File: src/rtl/tdm_pkg.sv
// Shared constants and state type for the 4-channel TDM receive path.
package tdm_pkg;

  localparam int NCH    = 4;
  localparam int SLOT_W = 2;

  typedef enum logic {
    HUNT,
    LOCKED
  } state_t;

endpackage

File: src/rtl/tdm_slot_ctr.sv
// Slot position and consecutive-missing-sync counter for the TDM demux.
module tdm_slot_ctr
  import tdm_pkg::*;
#(
  parameter int MISS_W = 1
) (
  input  logic              clk,
  input  logic              rst_n,
  input  logic              adv,
  input  logic              sync,
  input  logic              drop,
  input  logic              miss_clr,
  input  logic              miss_inc,
  output logic [SLOT_W-1:0] slot,
  output logic [MISS_W-1:0] miss_cnt
);

  // A sync word forces the current word to slot 0, so the next one is slot 1.
  always_ff @(posedge clk or negedge rst_n) begin
    if (!rst_n) begin
      slot <= '0;
    end else if (drop) begin
      slot <= '0;
    end else if (adv) begin
      slot <= (sync ? '0 : slot) + SLOT_W'(1);
    end
  end

  always_ff @(posedge clk or negedge rst_n) begin
    if (!rst_n) begin
      miss_cnt <= '0;
    end else if (drop || miss_clr) begin
      miss_cnt <= '0;
    end else if (miss_inc) begin
      miss_cnt <= miss_cnt + MISS_W'(1);
    end
  end

endmodule

File: src/rtl/tdm_demux_4ch.sv
// 1:4 TDM demultiplexer: frame lock FSM, per-channel holding registers and flags.
module tdm_demux_4ch
  import tdm_pkg::*;
#(
  parameter int W        = 2,
  parameter int MISS_MAX = 2
) (
  input  logic           clk,
  input  logic           rst_n,
  input  logic [W-1:0]   din,
  input  logic           din_valid,
  input  logic           frame_sync,
  input  logic           err_clr,
  output logic [W-1:0]   y0,
  output logic [W-1:0]   y1,
  output logic [W-1:0]   y2,
  output logic [W-1:0]   y3,
  output logic [NCH-1:0] ch_valid,
  output logic           frame_done,
  output logic           locked,
  output logic           sync_err
);

  localparam int MISS_W = (MISS_MAX > 1) ? $clog2(MISS_MAX) : 1;

  state_t              state_q, state_d;
  logic [SLOT_W-1:0]   slot;
  logic [MISS_W-1:0]   miss_cnt;
  logic [SLOT_W-1:0]   tgt;
  logic                accept, drop, miss_clr, miss_inc, set_err;
  logic [W-1:0]        y_q [NCH];

  tdm_slot_ctr #(.MISS_W(MISS_W)) u_slot_ctr (
    .clk      (clk),
    .rst_n    (rst_n),
    .adv      (accept),
    .sync     (frame_sync),
    .drop     (drop),
    .miss_clr (miss_clr),
    .miss_inc (miss_inc),
    .slot     (slot),
    .miss_cnt (miss_cnt)
  );

  always_ff @(posedge clk or negedge rst_n) begin
    if (!rst_n) state_q <= HUNT;
    else        state_q <= state_d;
  end

  always_comb begin
    state_d  = state_q;
    accept   = 1'b0;
    drop     = 1'b0;
    miss_clr = 1'b0;
    miss_inc = 1'b0;
    set_err  = 1'b0;
    tgt      = '0;
    if (din_valid) begin
      case (state_q)
        HUNT: begin
          if (frame_sync) begin
            accept   = 1'b1;
            miss_clr = 1'b1;
            state_d  = LOCKED;
          end
        end
        LOCKED: begin
          // Lock is dropped on the slot-0 word that completes MISS_MAX sync-less frames.
          if (slot == '0 && !frame_sync && miss_cnt == MISS_W'(MISS_MAX - 1)) begin
            drop    = 1'b1;
            state_d = HUNT;
          end else begin
            accept   = 1'b1;
            tgt      = frame_sync ? '0 : slot;
            set_err  = frame_sync && (slot != '0);
            miss_clr = (slot == '0) && frame_sync;
            miss_inc = (slot == '0) && !frame_sync;
          end
        end
        default: state_d = HUNT;
      endcase
    end
  end

  always_ff @(posedge clk or negedge rst_n) begin
    if (!rst_n) begin
      for (int i = 0; i < NCH; i++) y_q[i] <= '0;
      ch_valid   <= '0;
      frame_done <= 1'b0;
    end else begin
      if (accept) y_q[tgt] <= din;
      ch_valid   <= accept ? (NCH'(1) << tgt) : '0;
      frame_done <= accept && (tgt == SLOT_W'(NCH - 1));
    end
  end

  // A new misalignment outranks a simultaneous clear.
  always_ff @(posedge clk or negedge rst_n) begin
    if (!rst_n)       sync_err <= 1'b0;
    else if (set_err) sync_err <= 1'b1;
    else if (err_clr) sync_err <= 1'b0;
  end

  assign locked = (state_q == LOCKED);
  assign y0 = y_q[0];
  assign y1 = y_q[1];
  assign y2 = y_q[2];
  assign y3 = y_q[3];

endmodule

File: config.mk
export PLATFORM = sky130hd
export DESIGN_NAME = tdm_demux_4ch
export DESIGN_NICKNAME = d
export VERILOG_FILES = /design/src/rtl/tdm_pkg.sv /design/src/rtl/tdm_slot_ctr.sv /design/src/rtl/tdm_demux_4ch.sv
export SDC_FILE = /design/constraint.sdc
export NUM_CORES = 1
export LEC_CHECK = 0
export ABC_CLOCK_PERIOD_IN_PS = 1400
export CORE_UTILIZATION = 35
export CTS_CLUSTER_SIZE = 30
export DETAILED_ROUTE_END_ITERATION = 8
export GPL_TIMING_DRIVEN = 0
export PLACE_DENSITY = 0.66
export SYNTH_ARGS = -nofsm -noshare
export SYNTH_HDL_FRONTEND = slang
export SYNTH_SLANG_ARGS = --single-unit
File: constraint.sdc
create_clock -name clk -period 1.4 [get_ports clk]
set_input_delay 0.21 -clock clk [delete_from_list [all_inputs] [get_ports clk]]
set_output_delay 0.21 -clock clk [all_outputs]
set_load 0.005 [all_outputs]
==> results of run 1 <==
[logic make-up after synthesis]
group,count (synthesis),synth area share
AOI/OAI and AO/OA,11,0.100
and+or+nand+nor,14,0.140
DFF,17,0.567
buffers and inverters,10,0.0733
muxes,8,0.120
[per-layer routing]
layer / part of all wire / global-route usage
met2: 0.45 / 0.190
met4: 0.033 / 0.103
met3: 0.050 / 0.0346
met1: 0.47 / 0.163
met5: 0 / 0
[Yosys cell counts, drive strengths merged]
library cell   n  area (µm²)
a21o           1        7.51
a21oi          1        5.00
a22o           2        17.5
a31oi          1        6.26
and4b          1        10.0
buf            5        36.3
dfrtp         17         425
inv            5        18.8
mux2           8        90.1
nand2          3        11.3
nand2b         1        6.26
nand3          1        5.00
nand4          1        6.26
nand4b         1        8.76
nor2b          3        18.8
nor3           1        5.00
nor3b          1        18.8
nor4b          1        15.0
o2111ai        1        8.76
o21ai          3        15.0
o22ai          1        6.26
o2bb2ai        1        8.76
[worst max-delay path by stage]
stage	startpoint	endpoint	slack, ps	depth (start not counted)
3_5_place_dp	frame_sync	y1[0]$_DFFE_PN0P_	-360	4
5_1_grt	locked$_DFFE_PN0P_	y1[1]$_DFFE_PN0P_	2	4
4_1_cts	locked$_DFFE_PN0P_	locked	20	1
6_report	y0[1]$_DFFE_PN0P_	y0[1]	50	1
2_1_floorplan	locked$_DFFE_PN0P_	y1[0]$_DFFE_PN0P_	120	4
3_3_place_gp	frame_sync	y1[0]$_DFFE_PN0P_	-360	4
[sequential cells by signal, indices dropped and copies added (netlist names)]
signal / flops
y2: 2
u_slot_ctr.slot: 2
y0: 2
sync_err: 1
y1: 2
u_slot_ctr.miss_cnt: 1
ch_valid: 4
y3: 2
locked: 1
[worst reg2reg max path, stage by stage (launching register included)]
cell and delay (ps):
dfrtp_1 380, buf_6 140, nor4b_2 240, o21ai_1 130, mux2_1 320
[cell usage in the layout (no fill, tap or decap)]
cell / instances
a21o_1: 1
a21oi_1: 1
a22o_1: 2
a31oi_1: 1
and4b_1: 1
buf_2: 2
buf_4: 2
buf_6: 2
clkbuf_1: 1
clkbuf_4: 3
clkdlybuf4s50_1: 14
dfrtp_1: 17
dlygate4sd2_1: 2
dlymetal6s2s_1: 5
inv_1: 5
mux2_1: 2
mux2_2: 6
nand2_1: 2
nand2_2: 1
nand2b_1: 1
nand3_1: 1
nand4_1: 1
nand4b_1: 1
nor2b_1: 2
nor2b_2: 1
nor3_1: 1
nor3b_4: 1
nor4b_2: 1
o2111ai_1: 1
o21ai_0: 2
o21ai_1: 1
o22ai_1: 1
o2bb2ai_1: 1
[final cells by class]
| class | instances | area [µm²] | share of cell area |
|---|---|---|---|
| tap | 27 | 33.8 | 0.0323 |
| multi-input combinational | 33 | 275 | 0.263 |
| clock buffer | 4 | 26.3 | 0.0251 |
| buffer | 5 | 40.0 | 0.0382 |
| inverter | 5 | 18.8 | 0.0179 |
| sequential | 17 | 425 | 0.406 |
| timing repair buffer | 22 | 228 | 0.217 |
[through the flow]
step           instances  hold WS (ps)  instance area (µm²)  worst slack (ps)  utilization
6_report             113           358                 1050              54.9        0.528
5_1_grt              113           408                 1050              1.57        0.528
4_1_cts              112           385                 1020              21.4        0.515
3_5_place_dp         108           481                  995              -362        0.502
3_3_place_gp         108           473                  995              -358        0.502
2_1_floorplan         60         -85.6                  751               119            -
[power by group]
group | switching (mW) | total [mW] | internal [mW]
Sequential | 0.0944 | 0.754 | 0.660
Clock | 0.150 | 0.260 | 0.111
Combinational | 0.288 | 0.761 | 0.473
[repair_timing]
item / 4_1_cts / 5_1_grt
gates resized for setup: 3 / 7
hold buffers: 0 / 0
setup endpoints to repair: 3 / 7
pin swaps: 0 / 1
setup buffers: 0 / 1
==> impl_metrics.yaml, run 1 <==
run_status:
  status: "complete, no violations"
critical_path:
  rr_startpoint: "u_slot_ctr.slot[0]$_DFFE_PN0P_"
  start_kind: "flip-flop"
  worstPathRequired_ps: 1190
  cp_num_buf_inv: 1
  r2r_cells: 4
  path_delay_family: "buffers and inverters"
  r2r_setup_slack_ps: 80
  worstPathCellList: "clkdlybuf4s50_1"
  endpoint_kind: "output pin"
  crit_fanout: 2
  critPathSlowestCell: "clkdlybuf4s50_1"
  arrival_ps: 1140
  r2r_end: "y0[0]$_DFFE_PN0P_"
  slowest_delay_ps: 490
  critical_path_class: "reg2out"
clock_tree:
  h-tree-depth: 1
  cts_sinks: 17
  cts_tree: "built"
  numCtsBuffers: 3
  clkLatencyLatePin_ps: 290
  clk_root_buffer_cell: "clkbuf_4"
  clk_pin_slew_worst_paths_ps: 100
  cts.path.max_buffers: 2
detailed_routing:
  viasPerCell: 4.79
  drtIter0Drc: 3
  first_pass_iters: 2
  routedWlPerCell_um: 11.8
  drtAntennaViolNets: 0
  drc: 0
  routed_wl_um: 1330
  vias: 541
die:
  dieArea_um2: 2330
  pin_count: 22
  core_area_um2: 1980
  row_count: 16
  die_x_um: 48.3
  die_h_um: 48.3
  start_util: 0.379
timing:
  finClkSkew_ps: 7.29
  final_hold_viol_count: 0
  relSlewSlack: 0.492
  setup-violations-final: 0
  period_share: 0.961
  worstMarginPinSlew_ps: 759
  period_minus_slack_ps: 1350
  fmax_ghz: 0.743
  drv_slew: 0
  rsz0062_at_grt: "false"
  fin_tns_setup_ps: 0
synthesis:
  synth.avg_cell_area_um2: 12.5
  syn_nets: 67
  netlist_area_um2: 751
  synth_cells: 60
  synth_seq_cells: 17
  yosysWarningCount: 0
  ys_types: 26
  ys_seq_area_frac: 0.567
final_layout:
  drive_above_1_share: 0.221
  fin_nets: 94
  area_growth_pct: 39.5
  n_antenna_cell: 0
  nFillCells: 173
global_routing:
  grt_overflow: 0
  grt_start_max_net_pins: 18
  grtUsageTotal: 0.130
  first_global_vias: 490
  antenna_found_initial: 0
  grt_pass1_wl_um: 2250
run:
  cap_violations: 0
place:
  dp_hpwl_um: 902
  portBuffers: 21
  gp_congestion: 0.693
pwr:
  pwr_density_cell_nw_per_um2: 1700
  vdd_drop_max_mv: 0.767
  totalPowerFinal_mw: 1.78
  p_leak_nw: 0.516
min_path:
  holdCritPathClass: "in2async"
(Power assumes the default switching activity.)
==> run 2, diff against run 1 <==
--- a/config.mk
+++ b/config.mk
@@ -5,7 +5,8 @@
 export SDC_FILE = /design/constraint.sdc
 export NUM_CORES = 1
 export LEC_CHECK = 0
-export ABC_CLOCK_PERIOD_IN_PS = 1400
+export ABC_CLOCK_PERIOD_IN_PS = 1600
+export CAP_MARGIN = 20
 export CORE_UTILIZATION = 35
 export CTS_CLUSTER_SIZE = 30
 export DETAILED_ROUTE_END_ITERATION = 8
==> constraint.sdc (replaced) <==
create_clock -name clk -period 1.6 [get_ports clk]
set_input_delay 0.24 -clock clk [delete_from_list [all_inputs] [get_ports clk]]
set_output_delay 0.24 -clock clk [all_outputs]
set_load 0.05 [all_outputs]
==> impl_metrics.yaml, run 2 (same netlist as run 1, synthesis figures left out) <==
critical_path:
  crit_fanout: 7
  r2r_end: "y1[0]$_DFFE_PN0P_"
  r2r_setup_slack_ps: 240
  start_kind: "primary input"
  rr_startpoint: "locked$_DFFE_PN0P_"
  worstPathRequired_ps: 1780
  critPathSlowestCell: "clkdlybuf4s50_1"
  arrival_ps: 1670
  cp_num_buf_inv: 1
  path_delay_family: "buffers and inverters"
  worstPathCellList: "clkdlybuf4s50_1 -> nor2b_1 -> nor3b_4 -> mux2_2"
  slowest_delay_ps: 540
  r2r_cells: 4
  critical_path_class: "in2reg"
  endpoint_kind: "flip-flop"
place:
  dp_hpwl_um: 989
  placed_area_um2: 996
  dp_cells: 108
  gp_congestion: 0.698
  portBuffers: 21
  place_ws_ps: -211
final_layout:
  fin_nets: 93
  final_cell_mix: "16 x dfrtp_1, 15 x dlygate4sd2_1, 6 x mux2_2, 6 x clkdlybuf4s50_1, 5 x inv_1"
  n_antenna_cell: 0
  final_cells: 112
  final_common_cell: "dfrtp_1"
  area_growth_pct: 33.7
  post-route-util: 0.506
  largest_reg_flops: 4
  final_area_um2: 1000
  drive_above_1_share: 0.200
  largest-register: "ch_valid"
timing:
  setup-violations-final: 0
  drv_slew: 0
  finClkSkew_ps: 9.87
  setup_slack_ps: 110
  relSlewSlack: 0.498
  worstMarginPinSlew_ps: 750
  fin_tns_setup_ps: 0
  period_minus_slack_ps: 1490
  rsz0062_at_grt: "false"
  holdWs_ps: 375
  fmax_ghz: 0.671
  period_share: 0.931
  final_hold_viol_count: 0
clock_tree:
  cts_tree: "built"
  numCtsBuffers: 3
  cts_sinks: 17
  cts.path.max_buffers: 2
  post_cts_buffers: 0
  clk_pin_slew_worst_paths_ps: 100
  clk_root_buffer_cell: "clkbuf_4"
  h-tree-depth: 1
  clkLatencyLatePin_ps: 300
die:
  die_h_um: 48.3
  die_x_um: 48.3
  start_util: 0.379
  row_count: 16
  dieArea_um2: 2330
  core_area_um2: 1980
  pin_count: 22
detailed_routing:
  first_pass_iters: 5
  routedWlPerCell_um: 12.5
  drtIter0Drc: 4
  routed_wl_um: 1410
  drtAntennaViolNets: 0
  vias: 547
  viasPerCell: 4.88
  drc: 0
pwr:
  p_leak_nw: 0.494
  vdd_drop_max_mv: 1.12
  totalPowerFinal_mw: 1.90
  pwr_density_cell_nw_per_um2: 1900
global_routing:
  first_global_vias: 529
  antenna_found_initial: 0
  grtUsageTotal: 0.145
  grt_start_max_net_pins: 18
  grt_pass1_wl_um: 2460
  grt_overflow: 0
run_status:
  status: "complete, no violations"
run:
  cap_violations: 0
min_path:
  holdCritPathClass: "in2async"
run 2: cell types whose count changed in the layout (fill, tap and decap cells not counted), sizes merged:
| cell | previous run | this run |
|---|---|---|
| buf | 6 | 5 |
| clkdlybuf4s50 | 14 | 6 |
| dlygate4sd2 | 2 | 15 |
| dlymetal6s2s | 5 | 0 |
run 2: repair_timing:
action                                  CTS  global route
resized for setup                        15             0
hold buffers                              0             0
endpoints found under the setup margin   15             0
run 2: metal layers:
metal | up-vias | wire length (µm) | GRT usage
li1 | 261 | - | -
met1 | 263 | 626 | 0.173
met2 | 19 | 651 | 0.211
met3 | 4 | 84 | 0.0503
met4 | 0 | 42 | 0.118
met5 | - | 0 | 0
run 2: where the power goes:
| part | switching (mW) | leakage, nW | total, mW | internal, mW |
|---|---|---|---|---|
| registers | 0.0790 | 0.209 | 0.658 | 0.579 |
| logic | 0.682 | 0.270 | 1.02 | 0.334 |
| clock network | 0.134 | 0.0150 | 0.231 | 0.0971 |
run 2: cell type report:
type	count	area (µm²)
Buffer	5	36.3
Inverter	5	18.8
Tap cell	27	33.8
Timing Repair Buffer	21	191
Sequential cell	17	427
Clock buffer	4	26.3
Fill cell	188	978
Multi-Input combinational cell	33	270
run 2: worst max path at each step:
stage | from | end | cells past startpoint
2_1_floorplan | locked$_DFFE_PN0P_ | y1[0]$_DFFE_PN0P_ | 4
6_report | frame_sync | y1[0]$_DFFE_PN0P_ | 4
3_5_place_dp | frame_sync | y1[0]$_DFFE_PN0P_ | 4
4_1_cts | frame_sync | y1[0]$_DFFE_PN0P_ | 4
5_1_grt | ch_valid[3]$_DFF_PN0_ | ch_valid[3] | 2
3_3_place_gp | frame_sync | y1[1]$_DFFE_PN0P_ | 4
==> run 3, diff against run 2 <==
--- a/config.mk
+++ b/config.mk
@@ -12,6 +12,9 @@
 export DETAILED_ROUTE_END_ITERATION = 8
 export GPL_TIMING_DRIVEN = 0
 export PLACE_DENSITY = 0.66
+export REMOVE_ABC_BUFFERS = 1
+export SKIP_LAST_GASP = 1
+export SLEW_MARGIN = 25
 export SYNTH_ARGS = -nofsm -noshare
 export SYNTH_HDL_FRONTEND = slang
 export SYNTH_SLANG_ARGS = --single-unit
==> impl_metrics.yaml, run 3 (same netlist as run 1, synthesis figures left out) <==
run_status:
  status: "complete, no violations"
clock_tree:
  clk_pin_slew_worst_paths_ps: 100
  post_cts_buffers: 0
  cts_sinks: 17
  cts_resized: 16
  postCtsHoldBufs: 0
  cts_tree: "built"
  numCtsBuffers: 3
  h-tree-depth: 1
  clk_root_buffer_cell: "clkbuf_4"
  cts.path.max_buffers: 2
  clkLatencyLatePin_ps: 290
timing:
  setup-violations-final: 0
  holdWs_ps: 377
  worstMarginPinSlew_ps: 741
  period_share: 0.934
  rsz0062_at_grt: "false"
  period_minus_slack_ps: 1490
  drv_slew: 0
  fmax_ghz: 0.669
  finClkSkew_ps: 6.52
  final_hold_viol_count: 0
  setup_slack_ps: 106
  relSlewSlack: 0.504
final_layout:
  area_growth_pct: 28.2
  drive_above_1_share: 0.163
  n_antenna_cell: 0
  final_common_cell: "dfrtp_1"
  final_cells: 107
  fin_nets: 88
  multi_input_area_um2: 270
  final_cell_mix: "17 x dfrtp_1, 15 x dlygate4sd2_1, 6 x mux2_2"
  post-route-util: 0.485
  largest_reg_flops: 4
  nFillCells: 189
  largest-register: "ch_valid"
  regArea_um2: 425
pwr:
  vdd_drop_max_mv: 0.885
  totalPowerFinal_mw: 1.86
  p_leak_nw: 0.475
  pwr_density_cell_nw_per_um2: 1930
detailed_routing:
  drtAntennaViolNets: 0
  viasPerCell: 4.91
  routedWlPerCell_um: 12.6
  drtIter0Drc: 6
  first_pass_iters: 4
  vias: 525
  drc: 0
  routed_wl_um: 1350
die:
  dieArea_um2: 2330
  core_area_um2: 1980
  pin_count: 22
  start_util: 0.379
  row_count: 16
  die_h_um: 48.3
  die_x_um: 48.3
place:
  gp_congestion: 0.691
  dp_cells: 103
  place_ws_ps: -341
  portBuffers: 21
min_path:
  holdCritPathClass: "in2async"
global_routing:
  grt_pass1_wl_um: 2390
  antenna_found_initial: 0
  first_global_vias: 511
  grtUsageTotal: 0.135
  grt_overflow: 0
  grt_start_max_net_pins: 18
critical_path:
  critical_path_class: "in2reg"
  start_kind: "primary input"
  arrival_ps: 1670
  worstPathRequired_ps: 1780
  crit_fanout: 7
  endpoint_kind: "flip-flop"
run:
  cap_violations: 0
==> run 3: cell count changes in the layout (fill, tap and decap cells not counted), sizes merged <==
cell           previous run  this run
clkinv                    0         1
clkdlybuf4s50             6         5
buf                       5         0
==> run 3: per-stage QoR <==
stage	instance area [µm²]	setup TNS (ps)
after floorplan	714	-123
after global placement	958	-1370
after detailed placement	958	-1600
after CTS	966	-68.3
after global routing	962	0
final	962	0
==> run 3: report_power, final <==
part	total, mW	internal, mW	switching [mW]
registers	0.732	0.577	0.155
logic	0.900	0.293	0.606
clock network	0.229	0.0929	0.136
total	1.86	0.963	0.897
==> run 3: routing by layer <==
layer / track usage / vias to the layer above / part of all wire
li1: - / 251 / -
met3: 0.0189 / 2 / 0.044
met1: 0.176 / 252 / 0.45
met2: 0.209 / 20 / 0.50
met4: 0.0882 / 0 / 0.0089
met5: 0 / - / 0
==> run 3: worst paths after layout <==
| kind | slack (ps) | from | end | depth (start not counted) |
|---|---|---|---|---|
| max in group asynchronous | 750 | rst_n | u_slot_ctr.slot[0]$_DFFE_PN0P_ | 1 |
| max reg2reg | 150 | locked$_DFFE_PN0P_ | y1[0]$_DFFE_PN0P_ | 3 |
| min | 380 | rst_n | u_slot_ctr.slot[1]$_DFFE_PN0P_ | 1 |
| max | 110 | frame_sync | y1[0]$_DFFE_PN0P_ | 4 |
| min in group clk | 490 | y0[1]$_DFFE_PN0P_ | y0[1]$_DFFE_PN0P_ | 1 |
| min reg2reg | 490 | y0[1]$_DFFE_PN0P_ | y0[1]$_DFFE_PN0P_ | 1 |
==> run 3: cell type report <==
| class | instances | area share |
|---|---|---|
| flip-flops and latches | 17 | 0.442 |
| multi-input cells | 33 | 0.281 |
| repair buffers | 21 | 0.194 |
| well taps | 27 | 0.0351 |
| clock buffers | 3 | 0.0234 |
| inverters | 5 | 0.0195 |
| clock inverters | 1 | 0.00520 |
==> run 3: worst max-delay path, stage by stage <==
cell,delay [ps]
clkdlybuf4s50_1,530
nor2b_1,270
nor3b_4,280
mux2_2,350
